## config.mk

```make
export PLATFORM = sky130hd
export DESIGN_NAME = vga_timing_gen_flat
export DESIGN_NICKNAME = d
export VERILOG_FILES = /design/src/rtl/vga_timing_gen_if.sv /design/src/rtl/vga_timing_gen.sv /design/src/flat_wrapper.sv
export SDC_FILE = /design/constraint.sdc
export NUM_CORES = 1
export LEC_CHECK = 0
export ABC_AREA = 1
export CORE_ASPECT_RATIO = 1.2
export CORE_MARGIN = 8
export CORE_UTILIZATION = 34
export CTS_CLUSTER_SIZE = 25
export DETAILED_ROUTE_END_ITERATION = 8
export GPL_TIMING_DRIVEN = 0
export PLACE_DENSITY = 0.55
export SETUP_SLACK_MARGIN = 0.5
export SLEW_MARGIN = 10
export SYNTH_ARGS = -nofsm -noshare
export SYNTH_HDL_FRONTEND = slang
export SYNTH_SLANG_ARGS = --single-unit
export TNS_END_PERCENT = 30
```

## constraint.sdc

```tcl
create_clock -name clk -period 1.8 [get_ports clk]
set_input_delay 0.36 -clock clk [delete_from_list [all_inputs] [get_ports clk]]
set_output_delay 0.36 -clock clk [all_outputs]
set_load 0.01 [all_outputs]
```

## src/rtl/vga_timing_gen_if.sv

```systemverilog
// Video timing bundle between vga_timing_gen (master) and the draw/game-logic consumers (slave).
interface vga_timing_gen_if #(
   parameter int unsigned CNT_W       = 11,
   parameter int unsigned FRAME_CNT_W = 8
);
   logic                   en;
   logic                   pix_ce;
   logic [CNT_W-1:0]       hcount;
   logic [CNT_W-1:0]       vcount;
   logic                   hsync;
   logic                   hblnk;
   logic                   vsync;
   logic                   vblnk;
   logic                   line_tick;
   logic                   frame_tick;
   logic                   timing_tick;
   logic [FRAME_CNT_W-1:0] frame_cnt;

   modport master (
      input  en,
      output pix_ce, hcount, vcount, hsync, hblnk, vsync, vblnk,
             line_tick, frame_tick, timing_tick, frame_cnt
   );

   modport slave (
      output en,
      input  pix_ce, hcount, vcount, hsync, hblnk, vsync, vblnk,
             line_tick, frame_tick, timing_tick, frame_cnt
   );
endinterface

```

## src/rtl/vga_timing_gen.sv

```systemverilog
// Parametrised VGA timing generator: counters, sync/blank, pixel clock enable and tick pulses.
// Define VGA_TIMING_FRAME_CNT_EN to build the frame counter; otherwise frame_cnt is constant 0.
module vga_timing_gen #(
   parameter int unsigned CNT_W       = 11,
   parameter int unsigned H_ACTIVE    = 800,
   parameter int unsigned H_FP        = 40,
   parameter int unsigned H_SYNC      = 128,
   parameter int unsigned H_BP        = 88,
   parameter int unsigned V_ACTIVE    = 600,
   parameter int unsigned V_FP        = 1,
   parameter int unsigned V_SYNC      = 4,
   parameter int unsigned V_BP        = 23,
   parameter bit          HSYNC_POL   = 1'b1,
   parameter bit          VSYNC_POL   = 1'b1,
   parameter int unsigned PIX_DIV     = 1,
   parameter int unsigned FRAME_CNT_W = 8
) (
   input  logic           clk,
   input  logic           rst,
   vga_timing_gen_if.master vif
);
   localparam int unsigned HTOTAL     = H_ACTIVE + H_FP + H_SYNC + H_BP;
   localparam int unsigned HSYNCSTART = H_ACTIVE + H_FP;
   localparam int unsigned VTOTAL     = V_ACTIVE + V_FP + V_SYNC + V_BP;
   localparam int unsigned VSYNCSTART = V_ACTIVE + V_FP;
   localparam longint unsigned CNT_SPAN = 64'd1 << CNT_W;

   if (HTOTAL > CNT_SPAN) begin : g_bad_htotal
      $error("vga_timing_gen: HTOTAL does not fit in CNT_W bits");
   end
   if (VTOTAL > CNT_SPAN) begin : g_bad_vtotal
      $error("vga_timing_gen: VTOTAL does not fit in CNT_W bits");
   end
   if (PIX_DIV == 0 || PIX_DIV > 16) begin : g_bad_div
      $error("vga_timing_gen: PIX_DIV must be in 1..16");
   end

   localparam logic [CNT_W-1:0] H_ACT_C = CNT_W'(H_ACTIVE);
   localparam logic [CNT_W-1:0] H_SS    = CNT_W'(HSYNCSTART);
   localparam logic [CNT_W-1:0] H_SE    = CNT_W'(HSYNCSTART + H_SYNC - 1);
   localparam logic [CNT_W-1:0] H_LAST  = CNT_W'(HTOTAL - 1);
   localparam logic [CNT_W-1:0] V_ACT_C = CNT_W'(V_ACTIVE);
   localparam logic [CNT_W-1:0] V_SS    = CNT_W'(VSYNCSTART);
   localparam logic [CNT_W-1:0] V_SE    = CNT_W'(VSYNCSTART + V_SYNC - 1);
   localparam logic [CNT_W-1:0] V_LAST  = CNT_W'(VTOTAL - 1);

   logic             pix_ce;
   logic [CNT_W-1:0] hcount, vcount;
   logic [CNT_W-1:0] h_nxt, v_nxt;
   logic             h_wrap;
   logic             hsync, hblnk, vsync, vblnk;
   logic             line_tick, frame_tick, timing_tick;

   if (PIX_DIV == 1) begin : g_nodiv
      assign pix_ce = vif.en;
   end else begin : g_div
      localparam int unsigned       PS_W    = $clog2(PIX_DIV);
      localparam logic [PS_W-1:0]   PS_LAST = PS_W'(PIX_DIV - 1);
      logic [PS_W-1:0] presc;

      always_ff @(posedge clk) begin
         if (rst)
            presc <= '0;
         else if (vif.en)
            presc <= (presc == PS_LAST) ? '0 : presc + PS_W'(1);
      end

      assign pix_ce = vif.en & (presc == PS_LAST);
   end

   always_comb begin
      h_wrap = (hcount == H_LAST);
      h_nxt  = h_wrap ? '0 : hcount + CNT_W'(1);
      v_nxt  = vcount;
      if (h_wrap)
         v_nxt = (vcount == V_LAST) ? '0 : vcount + CNT_W'(1);
   end

   // Decodes are taken from the next counter values so each registered output
   // lines up with the hcount/vcount it is presented alongside.
   always_ff @(posedge clk) begin
      if (rst) begin
         hcount <= '0;
         vcount <= '0;
         hblnk  <= 1'b0;
         vblnk  <= 1'b0;
         hsync  <= ~HSYNC_POL;
         vsync  <= ~VSYNC_POL;
      end else if (pix_ce) begin
         hcount <= h_nxt;
         vcount <= v_nxt;
         hblnk  <= (h_nxt >= H_ACT_C);
         vblnk  <= (v_nxt >= V_ACT_C);
         hsync  <= (h_nxt >= H_SS && h_nxt <= H_SE) ? HSYNC_POL : ~HSYNC_POL;
         vsync  <= (v_nxt >= V_SS && v_nxt <= V_SE) ? VSYNC_POL : ~VSYNC_POL;
      end
   end

   assign line_tick   = pix_ce & h_wrap;
   assign frame_tick  = line_tick & (vcount == V_LAST);
   assign timing_tick = pix_ce & (hcount == '0) & (vcount == V_SS);

`ifdef VGA_TIMING_FRAME_CNT_EN
   logic [FRAME_CNT_W-1:0] frame_cnt;

   always_ff @(posedge clk) begin
      if (rst)
         frame_cnt <= '0;
      else if (frame_tick)
         frame_cnt <= frame_cnt + FRAME_CNT_W'(1);
   end

   assign vif.frame_cnt = frame_cnt;
`else
   assign vif.frame_cnt = '0;
`endif

   assign vif.pix_ce      = pix_ce;
   assign vif.hcount      = hcount;
   assign vif.vcount      = vcount;
   assign vif.hsync       = hsync;
   assign vif.hblnk       = hblnk;
   assign vif.vsync       = vsync;
   assign vif.vblnk       = vblnk;
   assign vif.line_tick   = line_tick;
   assign vif.frame_tick  = frame_tick;
   assign vif.timing_tick = timing_tick;
endmodule
```

## src/flat_wrapper.sv

```systemverilog
// flat-port wrapper written by rule: the top's interface ports become plain ports
module vga_timing_gen_flat 
#(
   parameter int unsigned CNT_W       = 11,
   parameter int unsigned H_ACTIVE    = 800,
   parameter int unsigned H_FP        = 40,
   parameter int unsigned H_SYNC      = 128,
   parameter int unsigned H_BP        = 88,
   parameter int unsigned V_ACTIVE    = 600,
   parameter int unsigned V_FP        = 1,
   parameter int unsigned V_SYNC      = 4,
   parameter int unsigned V_BP        = 23,
   parameter bit          HSYNC_POL   = 1'b1,
   parameter bit          VSYNC_POL   = 1'b1,
   parameter int unsigned PIX_DIV     = 1,
   parameter int unsigned FRAME_CNT_W = 8
)
  (clk, rst, vif_en, vif_pix_ce, vif_hcount, vif_vcount, vif_hsync, vif_hblnk, vif_vsync, vif_vblnk, vif_line_tick, vif_frame_tick, vif_timing_tick, vif_frame_cnt);
  vga_timing_gen_if #(.CNT_W(CNT_W), .FRAME_CNT_W(FRAME_CNT_W)) vif_i ();
  input  logic clk;
  input  logic rst;
  input wire logic [$bits(vif_i.en)-1:0] vif_en;
  output wire logic [$bits(vif_i.pix_ce)-1:0] vif_pix_ce;
  output wire logic [$bits(vif_i.hcount)-1:0] vif_hcount;
  output wire logic [$bits(vif_i.vcount)-1:0] vif_vcount;
  output wire logic [$bits(vif_i.hsync)-1:0] vif_hsync;
  output wire logic [$bits(vif_i.hblnk)-1:0] vif_hblnk;
  output wire logic [$bits(vif_i.vsync)-1:0] vif_vsync;
  output wire logic [$bits(vif_i.vblnk)-1:0] vif_vblnk;
  output wire logic [$bits(vif_i.line_tick)-1:0] vif_line_tick;
  output wire logic [$bits(vif_i.frame_tick)-1:0] vif_frame_tick;
  output wire logic [$bits(vif_i.timing_tick)-1:0] vif_timing_tick;
  output wire logic [$bits(vif_i.frame_cnt)-1:0] vif_frame_cnt;
  assign vif_i.en = vif_en;
  assign vif_pix_ce = vif_i.pix_ce;
  assign vif_hcount = vif_i.hcount;
  assign vif_vcount = vif_i.vcount;
  assign vif_hsync = vif_i.hsync;
  assign vif_hblnk = vif_i.hblnk;
  assign vif_vsync = vif_i.vsync;
  assign vif_vblnk = vif_i.vblnk;
  assign vif_line_tick = vif_i.line_tick;
  assign vif_frame_tick = vif_i.frame_tick;
  assign vif_timing_tick = vif_i.timing_tick;
  assign vif_frame_cnt = vif_i.frame_cnt;
  vga_timing_gen #(.CNT_W(CNT_W), .H_ACTIVE(H_ACTIVE), .H_FP(H_FP), .H_SYNC(H_SYNC), .H_BP(H_BP), .V_ACTIVE(V_ACTIVE), .V_FP(V_FP), .V_SYNC(V_SYNC), .V_BP(V_BP), .HSYNC_POL(HSYNC_POL), .VSYNC_POL(VSYNC_POL), .PIX_DIV(PIX_DIV), .FRAME_CNT_W(FRAME_CNT_W)) u_core (.clk(clk), .rst(rst), .vif(vif_i));
endmodule
```

==> results_dict.tcl, run 1 <==
set metrics [dict create \
    rows 31 \
    synth_top_area_frac 0.252 \
    synth-main-ff-cell "dfxtp_1" \
    hpwlAfterDp_mm 4.82 \
    die_x_um 87.2 \
    rsz0062_at_grt "yes" \
    p_leak_nw 1.57 \
    critPathMaxStageDelay_ns 0.38 \
    cts_hold_buf 0 \
    yosysTopAreaCell "dfxtp_1" \
    areaGrowthSynthToFinish_pct 61.3 \
    critPathMaxFanout 4 \
    grt_max_degree 16 \
    slowest_stage "dfxtp_4" \
    clock_path_buffers 2 \
    ir_drop_mv 0.280 \
    hold_viol 0 \
    failed_checks "setup timing" \
    pin_count 41 \
    wl_mm 7.13 \
    status "finished, violations left" \
    critPathLaunchType "register" \
    hold_path_class "in -> reg" \
    route.detailed.drc 0 \
    post-route-period-util 1.14 \
    synth_edf_count 0 \
    finalSetupViolCount 8 \
    cellPowerDensity_mw_per_mm2 470 \
    synth_area_leaders "dfxtp_1 (25%), nand2_1 (12%), inv_1 (6.4%)" \
    clkLatencyLatePin_ns 0.28 \
    syn-cell-area_sq_mm 0.00207 \
    total_power_mw 1.57 \
    drtIter0Drc 104 \
    chipHeight_um 101 \
    n_antenna_cell 0 \
    maxCapViolations 0 \
    synthAdderAreaFrac 0.0303 \
    relSlewSlack 0.583 \
    synth_seq_cells 26 \
    antenna_found_initial 0 \
    synth_top_family_by_area "simple AND/OR/NAND/NOR gates" \
    port_buffers 31 \
    coreArea_sq_mm 0.00597 \
    yosys.area_share.simple 0.398 \
    worst_pin_slew_ns 0.626 \
    fmax_mhz 487 \
    first_pass_iters 4 \
    crit_arrival_ns 1.69 \
    avgRoutedWirePerCell_um 14.8 \
    cts_sinks 26 \
    ys_warn_count 0 \
    muxShareOfSynthArea 0 \
    track_usage 0.157 \
    dieArea_sq_mm 0.00884 \
    dr_total_vias 2399 \
    synthArstFlopShare 0 \
    cts_tree "done" \
    worst_slack_ns -0.252 \
    worst_ep_required_time_ns 1.44 \
    viasPerCell 4.98 \
    antenna_left 0 \
    skew_ns 0.00262 \
    root_buffer "clkbuf_8" \
    htreeDepth 1 \
    final_max_slew_viol_count 0 \
    cts_buffers 3 \
    critPathCaptureType "output pin" \
    final_layout_size_suffix_gt1_frac 0.480 \
    yosysSeqAreaShare 0.252 \
    pre_cts_ws_ns -0.956 \
    path_clk_slew_ns 0.10 \
    postSynthCellCount 318 \
    grt-ovfl-total 0 \
    final.min_clock_period_ns 2.05 \
    synth_compound_area_frac 0.148 \
    place_congestion 0.896 \
    grt_pass1_vias 2313 \
    synthXorXnorAreaFrac 0.0297 \
    crit_chain "ha_4 -> nand3_4 -> nor2_8 -> buf_12 -> nand2_4 -> or2_4 -> nor2_2 -> buf_2" \
    yosysUniqueCellTypes 44 \
    grt_first_pass_wirelength_mm 10.9 \
    start_util 0.346 \
    postSynthAreaPerCell_sq_um 6.50 \
    nNetsFinal 409 \
    critPathKind "reg -> out" \
]
final timing paths:
path,from,to,slack [ns],cells past startpoint
setup / recovery,u_core.vif.hcount[0]$_SDFFE_PP0P_,vif_frame_tick,-0.25,8
hold / removal,rst,u_core.vif.hcount[10]$_SDFFE_PP0P_,0.32,2
setup reg to reg,u_core.vif.hcount[0]$_SDFFE_PP0P_,u_core.vif.hsync$_SDFFE_PP0P_,-0.19,11
hold reg to reg,u_core.vif.vblnk$_SDFFE_PP0P_,u_core.vif.vblnk$_SDFFE_PP0P_,0.48,2
layer usage:
metal / vias up / global-route usage / part of all wire / wire length, um
li1: 1192 / - / - / -
met5: - / 0 / 0 / 0
met2: 74 / 0.280 / 0.50 / 3560
met3: 26 / 0.0252 / 0.048 / 340
met4: 0 / 0.0836 / 0.047 / 332
met1: 1107 / 0.172 / 0.41 / 2890
synth_stat cells, types with 2 or more instances:
cell and instances:
nand2_1 66, inv_1 35, nor2_1 31, dfxtp_1 26
nand3_1 24, a21oi_1 20, o21ai_0 17, nand4_1 14
buf_4 10, inv_2 10, xor2_1 6, a211oi_1 5
ha_1 5, nor3_1 5, nand2_2 4, nor2_2 4
clkbuf_1 3, nand3_2 3, a21oi_2 2, buf_2 2
nor2_4 2, nor3_2 2
cells in the final DEF (no fill, tap or decap), drive strengths merged:
| master | n |
|---|---|
| nand3b | 1 |
| o21ai | 19 |
| inv | 46 |
| o211ai | 1 |
| nand2 | 71 |
| nor4 | 1 |
| a21oi | 22 |
| clkdlybuf4s15 | 5 |
| or2 | 1 |
| nand4 | 14 |
| a21boi | 2 |
| a21o | 1 |
| bufinv | 1 |
| ha | 5 |
| and3 | 1 |
| clkbuf | 12 |
| nand3 | 28 |
| xnor2 | 1 |
| and2 | 1 |
| dlymetal6s2s | 1 |
| o22ai | 1 |
| dlygate4sd2 | 6 |
| a2111oi | 1 |
| nor3 | 8 |
| xor2 | 6 |
| nor2 | 38 |
| dfxtp | 26 |
| buf | 67 |
| a211oi | 5 |
| conb | 8 |
logic make-up after synthesis:
family	Yosys count
XOR/XNOR	7
AND/OR/NAND/NOR	164
adder cells (fa/ha/maj)	5
buffers and inverters	63
other	1
flip-flops	26
AO/OA/AOI/OAI	52
metrics by stage:
step	instance area [sq um]	util	cells	hold slack (ns)	setup TNS, ns
after floorplan	2140	-	325	0.475	0
after global placement	2550	0.427	438	0.455	-3.18
after detailed placement	2550	0.427	438	0.461	-2.97
after CTS	3020	0.505	469	0.311	-0.878
after global routing	3330	0.558	482	0.312	-2.03
final	3330	0.558	482	0.317	-1.11
power breakdown:
group | internal [mW] | switching, mW | total, mW
sequential | 0.599 | 0.0463 | 0.645
combinational | 0.171 | 0.237 | 0.408
clock | 0.298 | 0.216 | 0.515
total | 1.07 | 0.500 | 1.57
critical path, delay by kind of cell, from the launching register on:
family | cells | cell delay, ns
buffers and inverters | 2 | 0.25
adders and majority gates | 1 | 0.15
and+or+nand+nor | 5 | 0.63
DFF | 1 | 0.38
registers in the layout (all words and copies together), names as in the netlist:
signal,flops
u_core.vif.hcount,11
u_core.vif.vcount,11
u_core.vif.hblnk,1
u_core.vif.hsync,1
u_core.vif.vblnk,1
u_core.vif.vsync,1
area by class of cell:
cell class,instances,area (sq um)
sequential,26,583
buffer,17,128
fill,576,2640
tap,82,103
timing repair buffer,71,627
inverter,46,190
multi-input combinational,236,1630
clock buffer,3,41.3
clock inverter,1,30.0
what timing repair did:
action | CTS | global route
pin swaps | 33 | 34
setup buffers | 27 | 13
gates resized for setup | 147 | 76
endpoints found under the setup margin | 56 | 49
hold endpoints to repair | 0 | 0
(Power assumes the default switching activity.)
==> run 2, diff against run 1 <==
--- a/config.mk
+++ b/config.mk
@@ -9,10 +9,10 @@
 export CORE_ASPECT_RATIO = 1.2
 export CORE_MARGIN = 8
 export CORE_UTILIZATION = 34
+export CTS_BUF_LIST = sky130_fd_sc_hd__clkbuf_16
 export CTS_CLUSTER_SIZE = 25
 export DETAILED_ROUTE_END_ITERATION = 8
 export GPL_TIMING_DRIVEN = 0
-export PLACE_DENSITY = 0.55
 export SETUP_SLACK_MARGIN = 0.5
 export SLEW_MARGIN = 10
 export SYNTH_ARGS = -nofsm -noshare
==> results_dict.tcl, run 2 (synthesis results as in run 1) <==
set metrics [dict create \
    status "finished, violations left" \
    failed_checks "setup timing" \
    worst_ep_required_time_ns 2.01 \
    r2r_setup_slack_ns -0.25 \
    rsz0062_at_grt "yes" \
    min_path_cells 2 \
    start_util 0.346 \
    rows 31 \
    pin_count 41 \
    htreeDepth 1 \
    worst_slack_ns -0.247 \
    root_buffer "clkbuf_16" \
    crit_chain "ha_4 -> nand3_4 -> buf_6 -> nor3_4 -> buf_4 -> buf_6 -> o22ai_2 -> nor3_1 -> nand4_1 -> nand2_1 -> nand2_1 -> a21oi_2" \
    avgRoutedWirePerCell_um 14.9 \
    final.min_clock_period_ns 2.05 \
    final_max_slew_viol_count 0 \
    path_clk_slew_ns 0.07 \
    crit_arrival_ns 2.25 \
    crit_buf_inv 3 \
    critPathKind "reg -> reg" \
    grt_pass1_vias 2326 \
    hpwlAfterDp_mm 4.76 \
    viasPerCell 5.04 \
    n_antenna_cell 0 \
    dieArea_sq_mm 0.00884 \
    dr_total_vias 2384 \
    cts_sinks 26 \
    worstHoldEndpoint "u_core.vif.hcount[10]$_SDFFE_PP0P_" \
    clkLatencyLatePin_ns 0.27 \
    grt-ovfl-total 0 \
    antenna_left 0 \
    maxCapViolations 0 \
    p_leak_nw 1.57 \
    cts_buffers 3 \
    cellPowerDensity_mw_per_mm2 491 \
    coreArea_sq_mm 0.00597 \
    critPathMaxStageDelay_ns 0.37 \
    clock_path_buffers 2 \
    ir_drop_mv 0.362 \
    grt_first_pass_wirelength_mm 10.9 \
    top_regs "u_core.vif.hcount: 11 flops, u_core.vif.vcount: 11 flops" \
    total_power_mw 1.54 \
    drtIter0Drc 192 \
    critPathLaunchType "register" \
    slowest_stage "dfxtp_4" \
    post-route-util 0.527 \
    reg2reg_from "u_core.vif.hcount[1]$_SDFFE_PP0P_" \
    grt_max_degree 15 \
    first_pass_iters 4 \
    relSlewSlack 0.652 \
    finalSetupViolCount 9 \
    place_congestion 0.885 \
    worst_r2r_path_depth 12 \
    cts_tree "done" \
    layout_common_cells "nand2_1 (58), buf_4 (30), inv_1 (28), nor2_1 (24)" \
    cp_top_family "simple AND/OR/NAND/NOR gates" \
    port_buffers 31 \
    track_usage 0.156 \
    skew_ns 0.00414 \
    r2r-end "u_core.vif.vsync$_SDFFE_PP0P_" \
    route.detailed.drc 0 \
    areaGrowthSynthToFinish_pct 52.2 \
    antenna_found_initial 0 \
    layout_commonest_cell "nand2_1" \
    hold_path_class "in -> reg" \
    worst_pin_slew_ns 0.522 \
    critPathCaptureType "register" \
    chipHeight_um 101 \
    wl_mm 7.03 \
    die_x_um 87.2 \
    hold_start "rst" \
    fmax_mhz 489 \
    critPathMaxFanout 5 \
    nNetsFinal 400 \
    post-route-period-util 1.14 \
    final_layout_size_suffix_gt1_frac 0.417 \
    hold_viol 0 \
]
run 2: changes by cell type in the layout (fill, tap and decap cells not counted), moves of 4 or more:
cell / change
buf_6: -10
dfxtp_2: +4
dfxtp_4: -6
dlygate4sd2_1: -4
dlymetal6s2s_1: +8
inv_2: +4
nor2_1: +6
nor2_2: -5
run 2: what timing repair did:
item	CTS	global route
resized for setup	107	57
setup endpoints to repair	56	47
hold endpoints to repair	0	0
pin swaps	20	26
hold buffers	0	0
setup buffers	19	12
run 2: worst reg2reg max path: stages (launching register included):
cell and delay, ns:
dfxtp_4 0.37, ha_4 0.15, nand3_4 0.13, buf_6 0.16, nor3_4 0.32, buf_4 0.18, buf_6 0.10, o22ai_2 0.09
nor3_1 0.13, nand4_1 0.11, nand2_1 0.08, nand2_1 0.06, a21oi_2 0.11
run 2: stage by stage:
stage	TNS [ns]	cell area, sq um	cells	setup WS, ns	hold slack (ns)
4_1_cts	-0.955	2910	461	-0.203	0.342
5_1_grt	-2.47	3150	473	-0.389	0.350
2_1_floorplan	0	2140	325	0.0181	0.475
3_3_place_gp	-2.72	2550	438	-0.933	0.458
6_report	-1.35	3150	473	-0.247	0.348
3_5_place_dp	-2.87	2550	438	-0.957	0.465
run 2: worst max-delay path by stage:
stage	startpoint	endpoint	slack, ns	cells after the start
after floorplan	u_core.vif.hcount[0]$_SDFFE_PP0P_	u_core.vif.vsync$_SDFFE_PP0P_	0.02	14
after global placement	vif_en	vif_timing_tick	-0.93	5
after detailed placement	vif_en	vif_timing_tick	-0.96	5
after CTS	u_core.vif.vcount[1]$_SDFFE_PP0P_	vif_frame_tick	-0.20	7
after global routing	u_core.vif.hcount[1]$_SDFFE_PP0P_	u_core.vif.vsync$_SDFFE_PP0P_	-0.39	12
final	u_core.vif.hcount[1]$_SDFFE_PP0P_	u_core.vif.vsync$_SDFFE_PP0P_	-0.25	12
run 2: cell type report:
class,instances,area [sq um]
buffer,17,133
clock inverter,1,3.75
clock buffer,3,75.1
sequential,26,566
fill,582,2830
inverter,46,175
tap,82,103
timing repair buffer,62,577
multi-input combinational,236,1510
run 2: per-layer routing:
layer	up-vias	routed length, um	global-route usage
met3	24	368	0.0268
met2	83	3550	0.272
met5	-	0	0
met4	0	250	0.0942
met1	1104	2860	0.171
li1	1173	-	-
run 2: where the power goes:
part           internal (mW)  switching [mW]
logic                  0.155           0.223
registers              0.603          0.0466
clock network          0.298           0.218
==> run 3, diff against run 2 <==
--- a/config.mk
+++ b/config.mk
@@ -5,7 +5,6 @@
 export SDC_FILE = /design/constraint.sdc
 export NUM_CORES = 1
 export LEC_CHECK = 0
-export ABC_AREA = 1
 export CORE_ASPECT_RATIO = 1.2
 export CORE_MARGIN = 8
 export CORE_UTILIZATION = 34
==> results_dict.tcl, run 3 <==
set metrics [dict create \
    crit_chain "ha_4 -> and4_4 -> buf_6 -> and4_4 -> buf_6 -> buf_8 -> nand2_8 -> buf_6 -> nor2_4 -> buf_6" \
    crit_arrival_ns 1.86 \
    worst_ep_required_time_ns 1.44 \
    post-route-util 0.525 \
    path_clk_slew_ns 0.07 \
    status "finished, violations left" \
    synth_seq_cells 26 \
    wl_met3_um 300 \
    critPathMaxStageDelay_ns 0.36 \
    stdcell_count 393 \
    yosysMostFrequentCell "nor2_1" \
    hpwlAfterDp_mm 3.99 \
    synth_area_leaders "dfxtp_1 (27%), nor2_1 (6.8%), a21oi_1 (5.2%)" \
    clkLatencyLatePin_ns 0.26 \
    cellPowerDensity_mw_per_mm2 444 \
    dieArea_sq_mm 0.00838 \
    cts_sinks 26 \
    critPathCaptureType "output pin" \
    drtIter0Drc 97 \
    dr_total_vias 2110 \
    areaGrowthSynthToFinish_pct 51.7 \
    cts_buffers 3 \
    cp_common_cell "buf_6" \
    antenna_left 0 \
    synth_edf_count 0 \
    n_antenna_cell 0 \
    grt_pass1_vias 1996 \
    top_regs "u_core.vif.hcount: 11 flops, u_core.vif.vcount: 11 flops" \
    place_congestion 0.849 \
    nNetsFinal 338 \
    highest_layer "met4" \
    route.detailed.drc 0 \
    pin_count 41 \
    yosysTopAreaCell "dfxtp_1" \
    htreeDepth 1 \
    start_util 0.346 \
    final_layout_size_suffix_gt1_frac 0.368 \
    grt_max_degree 16 \
    avgRoutedWirePerCell_um 15.5 \
    synth-main-ff-cell "dfxtp_1" \
    ir_drop_mv 0.500 \
    yosysUniqueCellTypes 50 \
    yosysSeqAreaShare 0.269 \
    cts_hold_buf 0 \
    wl_met1_mm 2.56 \
    chipHeight_um 98.7 \
    p_leak_nw 1.26 \
    met2WireLength_mm 3.15 \
    rsz0062_at_grt "yes" \
    holdWs_ns 0.461 \
    wl_mm 6.10 \
    final.min_clock_period_ns 2.22 \
    root_buffer "clkbuf_16" \
    first_pass_iters 4 \
    postSynthCellCount 261 \
    hold_viol 0 \
    grt_first_pass_wirelength_mm 9.76 \
    grt-ovfl-total 0 \
    cp_top_family "simple AND/OR/NAND/NOR gates" \
    cp.depth 10 \
    syn-cell-area_sq_mm 0.00194 \
    r2r_setup_slack_ns -0.39 \
    critPathMaxFanout 4 \
    skew_ns 0.00254 \
    layout_common_cells "nor2_1 (29), buf_4 (29), nand2_1 (21), a21oi_1 (18)" \
    relSlewSlack 0.624 \
    coreArea_sq_mm 0.00559 \
    ys_warn_count 0 \
    slowest_stage "dfxtp_4" \
    track_usage 0.141 \
    port_buffers 31 \
    failed_checks "setup timing" \
    clock_path_buffers 2 \
    viasPerCell 5.37 \
    dpl.cell_count 363 \
    fmax_mhz 450 \
    worst_pin_slew_ns 0.564 \
    post-route-period-util 1.23 \
    pre_cts_ws_ns -1.28 \
    critPathKind "reg -> out" \
    synth_top_area_frac 0.269 \
    antenna_found_initial 0 \
    synthArstFlopShare 0 \
    worst_r2r_path_depth 9 \
    cts_tree "done" \
    synthTopCellsByCount "nor2_1 (35), dfxtp_1 (26), nand2_1 (22), a21oi_1 (20), nand3_1 (13)" \
    rows 30 \
    die_x_um 84.9 \
    worst_slack_ns -0.422 \
    final_max_slew_viol_count 0 \
    postSynthAreaPerCell_sq_um 7.42 \
    r2r-end "u_core.vif.vsync$_SDFFE_PP0P_" \
    reg2reg_from "u_core.vif.vcount[1]$_SDFFE_PP0P_" \
    finalSetupViolCount 16 \
    crit_start "u_core.vif.hcount[1]$_SDFFE_PP0P_" \
    crit_buf_inv 5 \
    cp-endpoint "vif_frame_tick" \
    maxCapViolations 0 \
    hold_path_class "reg -> reg" \
    critPathLaunchType "register" \
]
run 3: changes by cell type in the layout (fill, tap and decap cells not counted), sizes merged, moves of 5 or more:
cell / previous run / this run
inv: 46 / 5
nor3: 8 / 13
clkbuf: 11 / 20
xnor2: 1 / 7
nand2: 71 / 22
a31oi: 0 / 7
and4: 0 / 5
dlymetal6s2s: 9 / 2
nand3: 28 / 13
clkdlybuf4s15: 7 / 1
dlygate4sd2: 2 / 14
run 3: cell type report:
type	instances	area [sq um]
flip-flops and latches	26	553
multi-input cells	206	1430
plain buffers	30	229
fillers	527	2660
inverters	6	27.5
clock buffers	4	100
well taps	64	80.1
repair buffers	57	517
run 3: cell families (layout without fill, tap and decap cells):
logic type,count (synthesis),after routing,share of synthesized area
compound gates,55,55,0.174
xor+xnor,14,14,0.0633
fa+ha+maj,5,5,0.0323
buf+inv,36,97,0.110
flops,26,26,0.269
mux,2,2,0.0103
other cells,1,8,0.00194
simple gates,122,122,0.339
run 3: how the worst min path moves through the flow:
| stage | from | to | slack, ns | cells after the start |
|---|---|---|---|---|
| floorplan | u_core.vif.hsync$_SDFFE_PP0P_ | u_core.vif.hsync$_SDFFE_PP0P_ | 0.49 | 2 |
| global placement | u_core.vif.hsync$_SDFFE_PP0P_ | u_core.vif.hsync$_SDFFE_PP0P_ | 0.46 | 2 |
| detailed placement | u_core.vif.hsync$_SDFFE_PP0P_ | u_core.vif.hsync$_SDFFE_PP0P_ | 0.45 | 2 |
| CTS | u_core.vif.hsync$_SDFFE_PP0P_ | u_core.vif.hsync$_SDFFE_PP0P_ | 0.46 | 2 |
| global route | u_core.vif.hsync$_SDFFE_PP0P_ | u_core.vif.hsync$_SDFFE_PP0P_ | 0.49 | 2 |
| finish | u_core.vif.hsync$_SDFFE_PP0P_ | u_core.vif.hsync$_SDFFE_PP0P_ | 0.46 | 2 |
run 3: power breakdown:
group	leakage, nW	switching (mW)	total, mW	internal [mW]
clock	0.0493	0.226	0.613	0.387
combinational	0.989	0.0630	0.111	0.0483
sequential	0.218	0.00677	0.581	0.574
run 3: tightest hold or removal path: cells and delay by family (launching register included):
kind / cells / cell delay [ns]
simple gates: 1 / 0.06
compound gates: 1 / 0.05
flops: 1 / 0.31
run 3: metrics by stage:
stage,cell area (sq um),TNS (ns),total power [mW]
2_1_floorplan,2010,-1.60,0.670
3_3_place_gp,2400,-8.73,0.706
3_5_place_dp,2400,-8.55,0.706
4_1_cts,2780,-3.07,1.32
5_1_grt,2940,-5.60,1.34
6_report,2940,-3.91,1.31
run 3: metal layers:
layer / global-route usage / vias up
met2: 0.253 / 45
met5: 0 / -
met3: 0.0333 / 11
met1: 0.159 / 1002
li1: - / 1052
met4: 0.0467 / 0
run 3: repair_timing:
| item | 4_1_cts | 5_1_grt |
|---|---|---|
| pin swaps | 13 | 19 |
| setup endpoints to repair | 56 | 40 |
| cloned | 0 | 1 |
| resized for setup | 99 | 42 |
| buffers inserted | 18 | 7 |
